File: src/rtl/zx_pkg.sv
// Shared constants for the ZX memory/IO pager: page numbering, port decode
// masks, control-register bit positions and the loader FSM state type.
package zx_pkg;

    localparam int PG_ROM0      = 0;
    localparam int PG_ROM1      = 1;
    localparam int PG_BANK_BASE = 2;

    // Fixed banks behind the 4000-7FFF and 8000-BFFF windows
    localparam int BANK_SCREEN = 5;
    localparam int BANK_MID    = 2;

    // A port matches when every address bit selected by its mask is zero
    localparam logic [15:0] ULA_PORT_MASK = 16'h0001;
    localparam logic [15:0] PG_PORT_MASK  = 16'h8002;

    localparam logic [7:0] SPI_SEL_RAM  = 8'h00;
    localparam logic [7:0] SPI_SEL_CTRL = 8'hFF;

    localparam int CTRL_RESET = 0;
    localparam int CTRL_LOAD  = 1;

    typedef enum logic [1:0] {
        RUN,
        LOAD,
        HOLD
    } pager_state_e;

    function automatic logic port_hit(input logic [15:0] addr, input logic [15:0] mask);
        return (addr & mask) == 16'h0000;
    endfunction

endpackage

File: src/rtl/zx_io_edge.sv
// Registered rising-edge detector for an IO write strobe: one pulse per
// assertion no matter how many cycles the CPU holds the strobe.
module zx_io_edge (
    input  logic clk,
    input  logic reset_n,
    input  logic strobe_i,
    output logic rise_o
);

    logic old_q;

    always_ff @(posedge clk or negedge reset_n) begin
        if (!reset_n) begin
            old_q <= 1'b0;
        end else begin
            old_q <= strobe_i;
        end
    end

    assign rise_o = strobe_i & ~old_q;

endmodule

File: src/rtl/zx_mem_pager.sv
// ZX memory/IO mapper: ULA latch, 7FFD paging, physical RAM mapping and the
// SPI-driven loader/CPU-control FSM. Optional macro: PAGE_7FFD_READBACK_EN.
module zx_mem_pager
    import zx_pkg::*;
#(
    parameter int MODE       = 1,
    parameter int NUM_BANKS  = 8,
    parameter int RESET_HOLD = 16,
    parameter int PAGE_W     = $clog2(NUM_BANKS + 2)
) (
    input  logic                 clk,
    input  logic                 reset_n,
    input  logic [15:0]          cpu_addr,
    input  logic [7:0]           cpu_dout,
    input  logic                 n_mreq,
    input  logic                 n_iorq,
    input  logic                 n_wr,
    input  logic                 n_m1,
    input  logic                 spi_wr,
    input  logic [31:0]          spi_addr,
    input  logic [7:0]           spi_data,
    output logic [PAGE_W+13:0]   ram_addr,
    output logic                 ram_we,
    output logic [7:0]           ram_din,
    output logic [2:0]           border_color,
    output logic                 sound,
    output logic                 mic,
    output logic                 screen_sel,
    output logic                 paging_locked,
`ifdef PAGE_7FFD_READBACK_EN
    output logic                 pg_rd_hit,
    output logic [7:0]           pg_rdata,
`endif
    output logic                 cpu_reset_n,
    output logic                 cpu_wait_n
);

    localparam int CNT_W = (RESET_HOLD > 1) ? $clog2(RESET_HOLD) : 1;

    logic [2:0]        border_q;
    logic              sound_q;
    logic              mic_q;
    logic [5:0]        pg_q;
    logic [7:0]        ctrl_q;
    pager_state_e      state_q, state_d;
    logic [CNT_W-1:0]  cnt_q, cnt_d;

    logic              ula_we, ula_rise;
    logic              pg_we, pg_rise;
    logic              rom_sel;
    logic [PAGE_W-1:0] bank_idx;
    logic [PAGE_W-1:0] cpu_page;
    logic              unused_spi_bits;

    assign ula_we = port_hit(cpu_addr, ULA_PORT_MASK) & ~n_iorq & ~n_wr & n_m1;
    assign pg_we  = (MODE != 0) & port_hit(cpu_addr, PG_PORT_MASK) & ~n_iorq & ~n_wr & n_m1;

    zx_io_edge u_ula_edge (
        .clk      (clk),
        .reset_n  (reset_n),
        .strobe_i (ula_we),
        .rise_o   (ula_rise)
    );

    zx_io_edge u_pg_edge (
        .clk      (clk),
        .reset_n  (reset_n),
        .strobe_i (pg_we),
        .rise_o   (pg_rise)
    );

    always_ff @(posedge clk or negedge reset_n) begin
        if (!reset_n) begin
            border_q <= 3'd0;
            mic_q    <= 1'b0;
            sound_q  <= 1'b0;
        end else if (ula_rise) begin
            border_q <= cpu_dout[2:0];
            mic_q    <= cpu_dout[3];
            sound_q  <= cpu_dout[4];
        end
    end

    // HOLD wipes paging and the lock so a reset CPU always boots from ROM0/bank0
    always_ff @(posedge clk or negedge reset_n) begin
        if (!reset_n) begin
            pg_q <= 6'd0;
        end else if (state_q == HOLD) begin
            pg_q <= 6'd0;
        end else if (pg_rise && !pg_q[5]) begin
            pg_q <= cpu_dout[5:0];
        end
    end

    always_ff @(posedge clk or negedge reset_n) begin
        if (!reset_n) begin
            ctrl_q <= 8'h00;
        end else if (spi_wr && spi_addr[31:24] == SPI_SEL_CTRL) begin
            ctrl_q <= spi_data;
        end
    end

    always_ff @(posedge clk or negedge reset_n) begin
        if (!reset_n) begin
            state_q <= RUN;
            cnt_q   <= '0;
        end else begin
            state_q <= state_d;
            cnt_q   <= cnt_d;
        end
    end

    always_comb begin
        state_d     = state_q;
        cnt_d       = '0;
        cpu_reset_n = 1'b1;
        cpu_wait_n  = 1'b1;
        case (state_q)
            RUN: begin
                if (ctrl_q[CTRL_RESET])     state_d = HOLD;
                else if (ctrl_q[CTRL_LOAD]) state_d = LOAD;
            end
            LOAD: begin
                cpu_wait_n = 1'b0;
                if (ctrl_q[CTRL_RESET])      state_d = HOLD;
                else if (!ctrl_q[CTRL_LOAD]) state_d = RUN;
            end
            HOLD: begin
                cpu_reset_n = 1'b0;
                // Counter saturates so a still-asserted reset request keeps us here
                if (cnt_q == CNT_W'(RESET_HOLD - 1)) begin
                    cnt_d = cnt_q;
                    if (!ctrl_q[CTRL_RESET]) state_d = ctrl_q[CTRL_LOAD] ? LOAD : RUN;
                end else begin
                    cnt_d = cnt_q + 1'b1;
                end
            end
            default: state_d = RUN;
        endcase
    end

    assign rom_sel  = (MODE != 0) ? pg_q[4] : 1'b0;
    assign bank_idx = PAGE_W'(32'(pg_q[2:0]) % NUM_BANKS);

    always_comb begin
        case (cpu_addr[15:14])
            2'b00:   cpu_page = rom_sel ? PAGE_W'(PG_ROM1) : PAGE_W'(PG_ROM0);
            2'b01:   cpu_page = PAGE_W'(PG_BANK_BASE + BANK_SCREEN);
            2'b10:   cpu_page = PAGE_W'(PG_BANK_BASE + BANK_MID);
            default: cpu_page = (MODE != 0) ? PAGE_W'(PG_BANK_BASE) + bank_idx
                                            : PAGE_W'(PG_BANK_BASE);
        endcase
    end

    // The loader owns the RAM port outright while the CPU is stalled
    always_comb begin
        ram_addr = {cpu_page, cpu_addr[13:0]};
        ram_din  = cpu_dout;
        ram_we   = ~n_mreq & ~n_wr & (cpu_page >= PAGE_W'(PG_BANK_BASE));
        if (state_q == LOAD) begin
            ram_addr = spi_addr[PAGE_W+13:0];
            ram_din  = spi_data;
            ram_we   = spi_wr & (spi_addr[31:24] == SPI_SEL_RAM);
        end
    end

    assign unused_spi_bits = ^spi_addr[23:PAGE_W+14];

    assign border_color  = border_q;
    assign sound         = sound_q;
    assign mic           = mic_q;
    assign screen_sel    = pg_q[3];
    assign paging_locked = pg_q[5];

`ifdef PAGE_7FFD_READBACK_EN
    assign pg_rd_hit = (MODE != 0) & port_hit(cpu_addr, PG_PORT_MASK) & ~n_iorq & n_wr & n_m1;
    assign pg_rdata  = {2'b00, pg_q};
`endif

endmodule
File: config.mk
export PLATFORM = sky130hd
export DESIGN_NAME = zx_mem_pager
export DESIGN_NICKNAME = d
export VERILOG_FILES = /design/src/rtl/zx_pkg.sv /design/src/rtl/zx_io_edge.sv /design/src/rtl/zx_mem_pager.sv
export SDC_FILE = /design/constraint.sdc
export NUM_CORES = 1
export LEC_CHECK = 0
export BUFFER_PORTS_ARGS = -buffer_cell sky130_fd_sc_hd__buf_2
export CAP_MARGIN = 20
export CORE_MARGIN = 8
export CORE_UTILIZATION = 35
export CTS_CLUSTER_DIAMETER = 80
export CTS_CLUSTER_SIZE = 16
export DETAILED_ROUTE_END_ITERATION = 10
export GPL_TIMING_DRIVEN = 0
export HOLD_SLACK_MARGIN = 0.03
export PLACE_DENSITY = 0.73
export SYNTH_ARGS = -nofsm -noshare
export SYNTH_HDL_FRONTEND = slang
export SYNTH_SLANG_ARGS = --single-unit
File: constraint.sdc
create_clock -name clk -period 1.75 [get_ports clk]
set_input_delay 0.0875 -clock clk [delete_from_list [all_inputs] [get_ports clk]]
set_output_delay 0.0875 -clock clk [all_outputs]
set_load 0.01 [all_outputs]
==> metrics.csv, run 1 <==
metric,value,unit
run_status,completed,
power_leakage,1.01,nW
synth.avg_cell_area,10.3,um^2
max_slew_margin,47.8,%
cts_buffers,3,
drt_first_pass_iters,4,
cpMaxStageDelayCell,dfrtp_1,
initial_utilization,36.5,%
crit_path_max_incr_delay,0.45,ns
clock_latency,0.26,ns
p_seq_share,44.4,%
drc_errors,0,
pwr-share-clk,22.2,%
synth_seq_cells,21,
drt-initial-drc-count,26,
clock_sinks,21,
clock_skew,0.00445,ns
io_buffers,100,
drive_gt1_share,59.2,%
ff2ff_path_depth,3,
path_cells,nor2b_4 -> clkbuf_4 -> mux2_2 -> buf_2,
path_delay_family,flip-flops,
power_density,723,nW/um^2
ir_drop,0.545,mV
finalCriticalPeriod,1.66,ns
clockBufferDepth,2,
grt_overflow,0,
hold_end,u_pg_edge.old_q$_DFF_PN0_,
via_per_inst,4.83,
finalSetupTns,0,ns
htree_levels,1,
grt_pass1_wl,7040,um
routedWlPerCell,14.9,um
area_delta_synth_final,48.5,%
grt_max_degree,22,
max_freq,602,MHz
num-nets-final,316,
design.die.area,6090,um^2
cts.reportedPaths.clkPinSlew,0.08,ns
cp.depth,4,
final_cell_mix,"101 x buf_2, 30 x mux2_2, 21 x dfrtp_1, 12 x o21ai_0",
syn_nets,208,
cts_tree,done,
synth_edf_count,0,
diodes,0,
cap_violations,0,
fillers,367,
worstPathRequired,1.66,ns
power,1.45,mW
clock-root-buffer,clkbuf_8,
tightest_slew,0.782,ns
core_area,3690,um^2
ys_seq_area_share,39.0,%
drt-total-wl,4260,um
end_kind,output port,
rows,22,
p_int,971,uW
whs_path_depth,2,
r2r_setup_slack,0.31,ns
rsz0062_at_grt,false,
layout.cells.most_common,buf_2,
timing.rr.start,u_pg_edge.old_q$_DFF_PN0_,
fp.dieH,78.1,um
num_vias,1381,
worstReg2RegEnd,pg_q[1]$_DFFE_PN0P_,
p_sw,475,uW
track_usage,13.9,%
critPathKind,reg -> out,
sw_frac_of_total,32.8,%
post-route-util,54.2,%
p_comb_share,33.4,%
hold_class,in -> reg,
finalSetupViolations,0,
synth_ff_type,dfrtp_1,
die_w,78.1,um
syn_inst,131,
drv_slew,0,
crit_arrival,1.57,ns
hold_viol_final,0,
hold_slack,0.0351,ns
dp_hpwl,3630,um
syn_area,1350,um^2
ant_nets,0,
antenna_found_initial,0,
ios,107,
grt_pass1_vias,1446,
path_buf_inv,2,
worst_setup_path_start_kind,register,
min-delay-start,cpu_addr[1],
async_flop_share,100,%
path_max_fanout,10,
yosys.cell_types.count,26,
yosys_warnings,0,
fin_crit_sh,94.9,%
routabilityCongestion,0.809,
==> cell families after synthesis <==
family | synth area share (%)
mux | 27.3
fa+ha+maj | 5.57
compound gates | 9.10
xor+xnor | 0.650
simple gates | 14.7
buf+inv | 3.71
flops | 39.0
==> synthesized netlist by cell type, types with 3 or more instances <==
| cell | n | area (um^2) |
|---|---|---|
| o21ai_0 | 12 | 60.1 |
| nand2_1 | 6 | 22.5 |
| nand3_1 | 8 | 40.0 |
| nor2_1 | 5 | 18.8 |
| nor3_1 | 4 | 20.0 |
| dfrtp_1 | 21 | 526 |
| mux2i_1 | 3 | 30.0 |
| mux2_2 | 30 | 338 |
| buf_2 | 4 | 20.0 |
| ha_1 | 6 | 75.1 |
| inv_1 | 7 | 26.3 |
| a21oi_1 | 8 | 40.0 |
==> flip-flops by register name, indices dropped and copies added (netlist names) <==
name and count:
state_q 2, sound 1, ctrl_q 2, pg_q 6, u_pg_edge.old_q 1, mic 1, cnt_q 4, u_ula_edge.old_q 1
border_color 3
==> metal layers <==
| layer | vias to the layer above | track usage [%] | share of wire [%] |
|---|---|---|---|
| met4 | 0 | 5.19 | 1.9 |
| met5 | - | 0 | 0 |
| li1 | 692 | - | - |
| met1 | 639 | 16.4 | 42 |
| met2 | 43 | 23.2 | 50 |
| met3 | 7 | 4.10 | 5.9 |
==> power groups by stage <==
| stage | Sequential, mW | Clock (mW) | Combinational [mW] |
|---|---|---|---|
| after global routing | 0.656 | 0.350 | 0.550 |
| after CTS | 0.637 | 0.326 | 0.487 |
| after detailed placement | 0.645 | 0 | 0.479 |
| after floorplan | 0.645 | 0 | 0.255 |
| final | 0.642 | 0.321 | 0.483 |
| after global placement | 0.639 | 0 | 0.467 |
==> cell type report <==
type / instances / area [um^2] / area share [%]
Buffer: 5 / 36.3 / 1.81
Clock buffer: 4 / 45.0 / 2.25
Inverter: 7 / 26.3 / 1.31
Multi-Input combinational cell: 98 / 779 / 39.0
Sequential cell: 21 / 526 / 26.3
Tap cell: 48 / 60.1 / 3.00
Timing Repair Buffer: 103 / 528 / 26.4
==> timing repair <==
action / in CTS / in global routing
resized for setup: 3 / 5
hold buffers: 2 / 0
buffers inserted: 1 / 0
endpoints found under the hold margin: 22 / 0
endpoints found under the setup margin: 24 / 15
pin swaps: 0 / 0
==> through the flow <==
step	std cells	area, um^2	setup slack [ns]
3_5_place_dp	279	1910	0.193
2_1_floorplan	131	1350	0.449
5_1_grt	286	2000	0.00605
3_3_place_gp	279	1910	0.199
6_report	286	2000	0.0887
4_1_cts	286	1990	0.0372
==> how the worst max path moves through the flow <==
stage                                      start      endpoint  slack [ns]
after floorplan           state_q[0]$_DFFE_PN0P_        ram_we        0.45
after global placement    state_q[1]$_DFFE_PN0P_  ram_addr[14]        0.20
after detailed placement  state_q[1]$_DFFE_PN0P_  ram_addr[14]        0.19
after CTS                 state_q[0]$_DFFE_PN0P_        ram_we        0.04
after global routing      state_q[1]$_DFFE_PN0P_  ram_addr[10]       0.006
final                     state_q[1]$_DFFE_PN0P_  ram_addr[10]        0.09
(Power assumes the default switching activity.)
==> run 2: changes to the inputs <==
PLACE_DENSITY = 0.72   (was 0.73)
SYNTH_HIERARCHICAL = 1   (was unset)
==> run 2 against run 1 <==
Net effect:
- global-route usage is 0.28 points lower
- sequential share of layout area is 0.87 points lower
- sequential power hardly changed
- fmax is 2.1% lower
- first-iteration DRC count is 35% lower
- largest cell class unchanged
- worst setup slack worse by 0.036 ns
- clock skew is 0.0032 ns lower
- critical path depth is 1 higher
- highest routed layer unchanged
==> metrics.csv, run 2 <==
metric,value,unit,change
drt-total-wl,4400,um,was 4260 um
largest_reg_flops,6,,unchanged
path_delay_family,flip-flops,,unchanged
run_status,completed,,unchanged
yosys.cell_types.count,30,,was 26
power_density,719,nW/um^2,was 723 nW/um^2
yosys-top-cells-area,"dfrtp_1 37%, nand2_1 19%, mux2i_1 5.7%",,"was dfrtp_1 39%, mux2_2 25%, ha_1 5.6%"
layout.cells.most_common,buf_2,,unchanged
worst_setup_path_start_kind,register,,unchanged
synth-simple-area-share,32.4,%,was 14.7%
end_kind,output port,,unchanged
synth_top_family_by_area,simple AND/OR/NAND/NOR gates,,was multiplexers
grt_pass1_wl,7070,um,was 7040 um
num-nets-final,358,,was 316
drc_errors,0,,unchanged
hold_class,in -> reg,,unchanged
tightest_slew,0.444,ns,was 0.782 ns
finalSetupTns,0,ns,unchanged
ir_drop,0.555,mV,was 0.545 mV
ios,107,,unchanged
pwr-share-clk,21.0,%,was 22.2%
antenna_found_initial,0,,unchanged
drive_gt1_share,47.7,%,was 59.2%
num_vias,1532,,was 1381
path_max_fanout,4,,was 10
die_w,79.4,um,was 78.1 um
clockBufferDepth,2,,unchanged
p_comb_share,35.7,%,was 33.4%
synth_compound_area_share,6.58,%,was 9.10%
finalCriticalPeriod,1.70,ns,was 1.66 ns
synthAdderAreaFrac,4.44,%,was 5.57%
track_usage,13.6,%,was 13.9%
clock_latency,0.26,ns,about the same
dp_hpwl,3680,um,was 3630 um
max_freq,589,MHz,was 602 MHz
sw_frac_of_total,33.2,%,was 32.8%
synth.top_cell.area_share,37.3,%,was 39.0%
critPathKind,reg -> out,,unchanged
synth_seq_cells,21,,unchanged
synth_mux_area_share,12.4,%,was 27.3%
async_flop_share,100,%,unchanged
syn_area,1410,um^2,was 1350 um^2
cts_tree,done,,unchanged
place_area,1970,um^2,was 1910 um^2
cts.reportedPaths.clkPinSlew,0.07,ns,was 0.08 ns
cap_violations,0,,unchanged
clock_sinks,21,,unchanged
largest-register,pg_q,,unchanged
yosys_warnings,6,,was 0
worstPathRequired,1.66,ns,about the same
power,1.49,mW,was 1.45 mW
synth_xor_area_share,0.622,%,was 0.650%
ys_seq_area_share,37.3,%,was 39.0%
io_buffers,100,,unchanged
diodes,0,,unchanged
clock-root-buffer,clkbuf_8,,unchanged
synth_largest_area_cell,dfrtp_1,,unchanged
via_per_inst,4.63,,was 4.83
p_seq_share,43.3,%,was 44.4%
area_delta_synth_final,47.0,%,was 48.5%
post-route-util,52.5,%,was 54.2%
cts_buffers,3,,unchanged
routedWlPerCell,13.3,um,was 14.9 um
p_sw,495,uW,was 475 uW
drv_slew,0,,unchanged
initial_utilization,35.7,%,was 36.5%
cpMaxStageDelayCell,dfrtp_1,,unchanged
design.die.area,6310,um^2,was 6090 um^2
core_area,3940,um^2,was 3690 um^2
drt-initial-drc-count,17,,was 26
grt_max_degree,22,,unchanged
yosysMostFrequentCell,nand2_1,,was mux2_2
grt_overflow,0,,unchanged
rsz0062_at_grt,true,,was false
hold_viol_final,0,,unchanged
syn_nets,249,,was 208
max_slew_margin,70.4,%,was 47.8%
p_int,994,uW,was 971 uW
final_cell_mix,"102 x buf_2, 73 x nand2_1, 21 x dfrtp_1, 10 x nor2_1, 8 x mux2i_1",,"was 101 x buf_2, 30 x mux2_2, 21 x dfrtp_1, 12 x o21ai_0"
path_cells,ha_4 -> nor2_2 -> a31o_2 -> o41ai_2 -> buf_2,,was nor2b_4 -> clkbuf_4 -> mux2_2 -> buf_2
grt_pass1_vias,1592,,was 1446
ant_nets,0,,unchanged
fp.dieH,79.4,um,was 78.1 um
rows,23,,was 22
htree_levels,1,,unchanged
power_leakage,1.20,nW,was 1.01 nW
postLayoutCellArea,2070,um^2,was 2000 um^2
path_buf_inv,1,,was 2
crit_arrival,1.61,ns,was 1.57 ns
synthTopCellsByCount,"73 x nand2_1, 21 x dfrtp_1, 11 x nor2_1",,"was 30 x mux2_2, 21 x dfrtp_1, 12 x o21ai_0"
crit_path_max_incr_delay,0.43,ns,was 0.45 ns
syn_inst,173,,was 131
synth_edf_count,0,,unchanged
drt_first_pass_iters,4,,unchanged
finalSetupViolations,0,,unchanged
fillers,404,,was 367
synth.avg_cell_area,8.14,um^2,was 10.3 um^2
synth_ff_type,dfrtp_1,,unchanged
routabilityCongestion,0.813,,was 0.809
clock_skew,0.00130,ns,was 0.00445 ns
fin_crit_sh,97.0,%,was 94.9%
run 2: cell count changes after synthesis, sizes merged, moves of 2 or more:
cell / delta
or4: -2
buf: +4
mux2: -22
mux2i: +5
nand3: -4
nor2: +6
a21oi: -4
o21ai: -7
nand2: +67
nor2b: +2
run 2: layout make-up:
cell class	instances	area [um^2]	area share, %
Tap cell	50	62.6	3.02
Sequential cell	21	526	25.4
Inverter	6	22.5	1.09
Clock buffer	3	41.3	2.00
Timing Repair Buffer	104	538	26.0
Clock inverter	1	5.00	0.242
Buffer	8	66.3	3.20
Multi-Input combinational cell	138	808	39.1
run 2: cell families after synthesis:
kind of cell	Yosys count
AND/OR/NAND/NOR	103
flip-flops	21
AO/OA/AOI/OAI	13
multiplexers	16
adder cells (fa/ha/maj)	5
buffers and inverters	14
XOR/XNOR	1
run 2: metrics by stage:
stage | hold slack (ns) | setup WS [ns] | std cells
2_1_floorplan | -0.208 | 0.420 | 173
4_1_cts | 0.0480 | 0.00900 | 330
6_report | 0.0483 | 0.0529 | 331
3_5_place_dp | 0.0581 | 0.305 | 323
3_3_place_gp | 0.0614 | 0.331 | 323
5_1_grt | 0.0414 | -0.0282 | 331
run 2: worst paths after layout:
check                                              endpoint                   start  slack (ns)  cells after the start
worst max-delay path                                 ram_we     pg_q[1]$_DFFE_PN0P_        0.05                      5
worst min-delay path              u_pg_edge/old_q$_DFF_PN0_            cpu_addr[15]        0.05                      2
worst max register to register       state_q[0]$_DFFE_PN0P_    cnt_q[0]$_DFFE_PN0P_        0.50                      4
worst min register to register       state_q[1]$_DFFE_PN0P_  state_q[0]$_DFFE_PN0P_        0.50                      1
max in group asynchronous               pg_q[3]$_DFFE_PN0P_                 reset_n        1.14                      2
min in group asynchronous       border_color[0]$_DFFE_PN0P_                 reset_n        0.30                      2
run 2: power by group through the flow:
stage	registers [mW]	clock network, mW	logic (mW)
after global routing	0.659	0.342	0.592
final	0.645	0.312	0.532
after detailed placement	0.651	0	0.529
after global placement	0.647	0	0.513
after CTS	0.644	0.325	0.537
after floorplan	0.655	0	0.298
run 2: worst reg2reg max path: cells and delay by family, from the launching register on:
| kind | cells | cell delay (ns) |
|---|---|---|
| simple gates | 2 | 0.37 |
| flops | 1 | 0.39 |
| compound gates | 1 | 0.19 |
| fa+ha+maj | 1 | 0.24 |
run 2: per-layer routing:
metal	GRT usage [%]	up-vias	wire, um
li1	-	775	-
met1	15.3	677	1750
met2	24.0	76	2080
met3	4.50	4	537
met4	3.70	0	27
met5	0	-	0
run 2: repair_timing:
action,4_1_cts,5_1_grt
gates resized for setup,0,2
hold buffers,3,0
setup endpoints to repair,0,1
endpoints found under the hold margin,23,0
buffers inserted,0,1
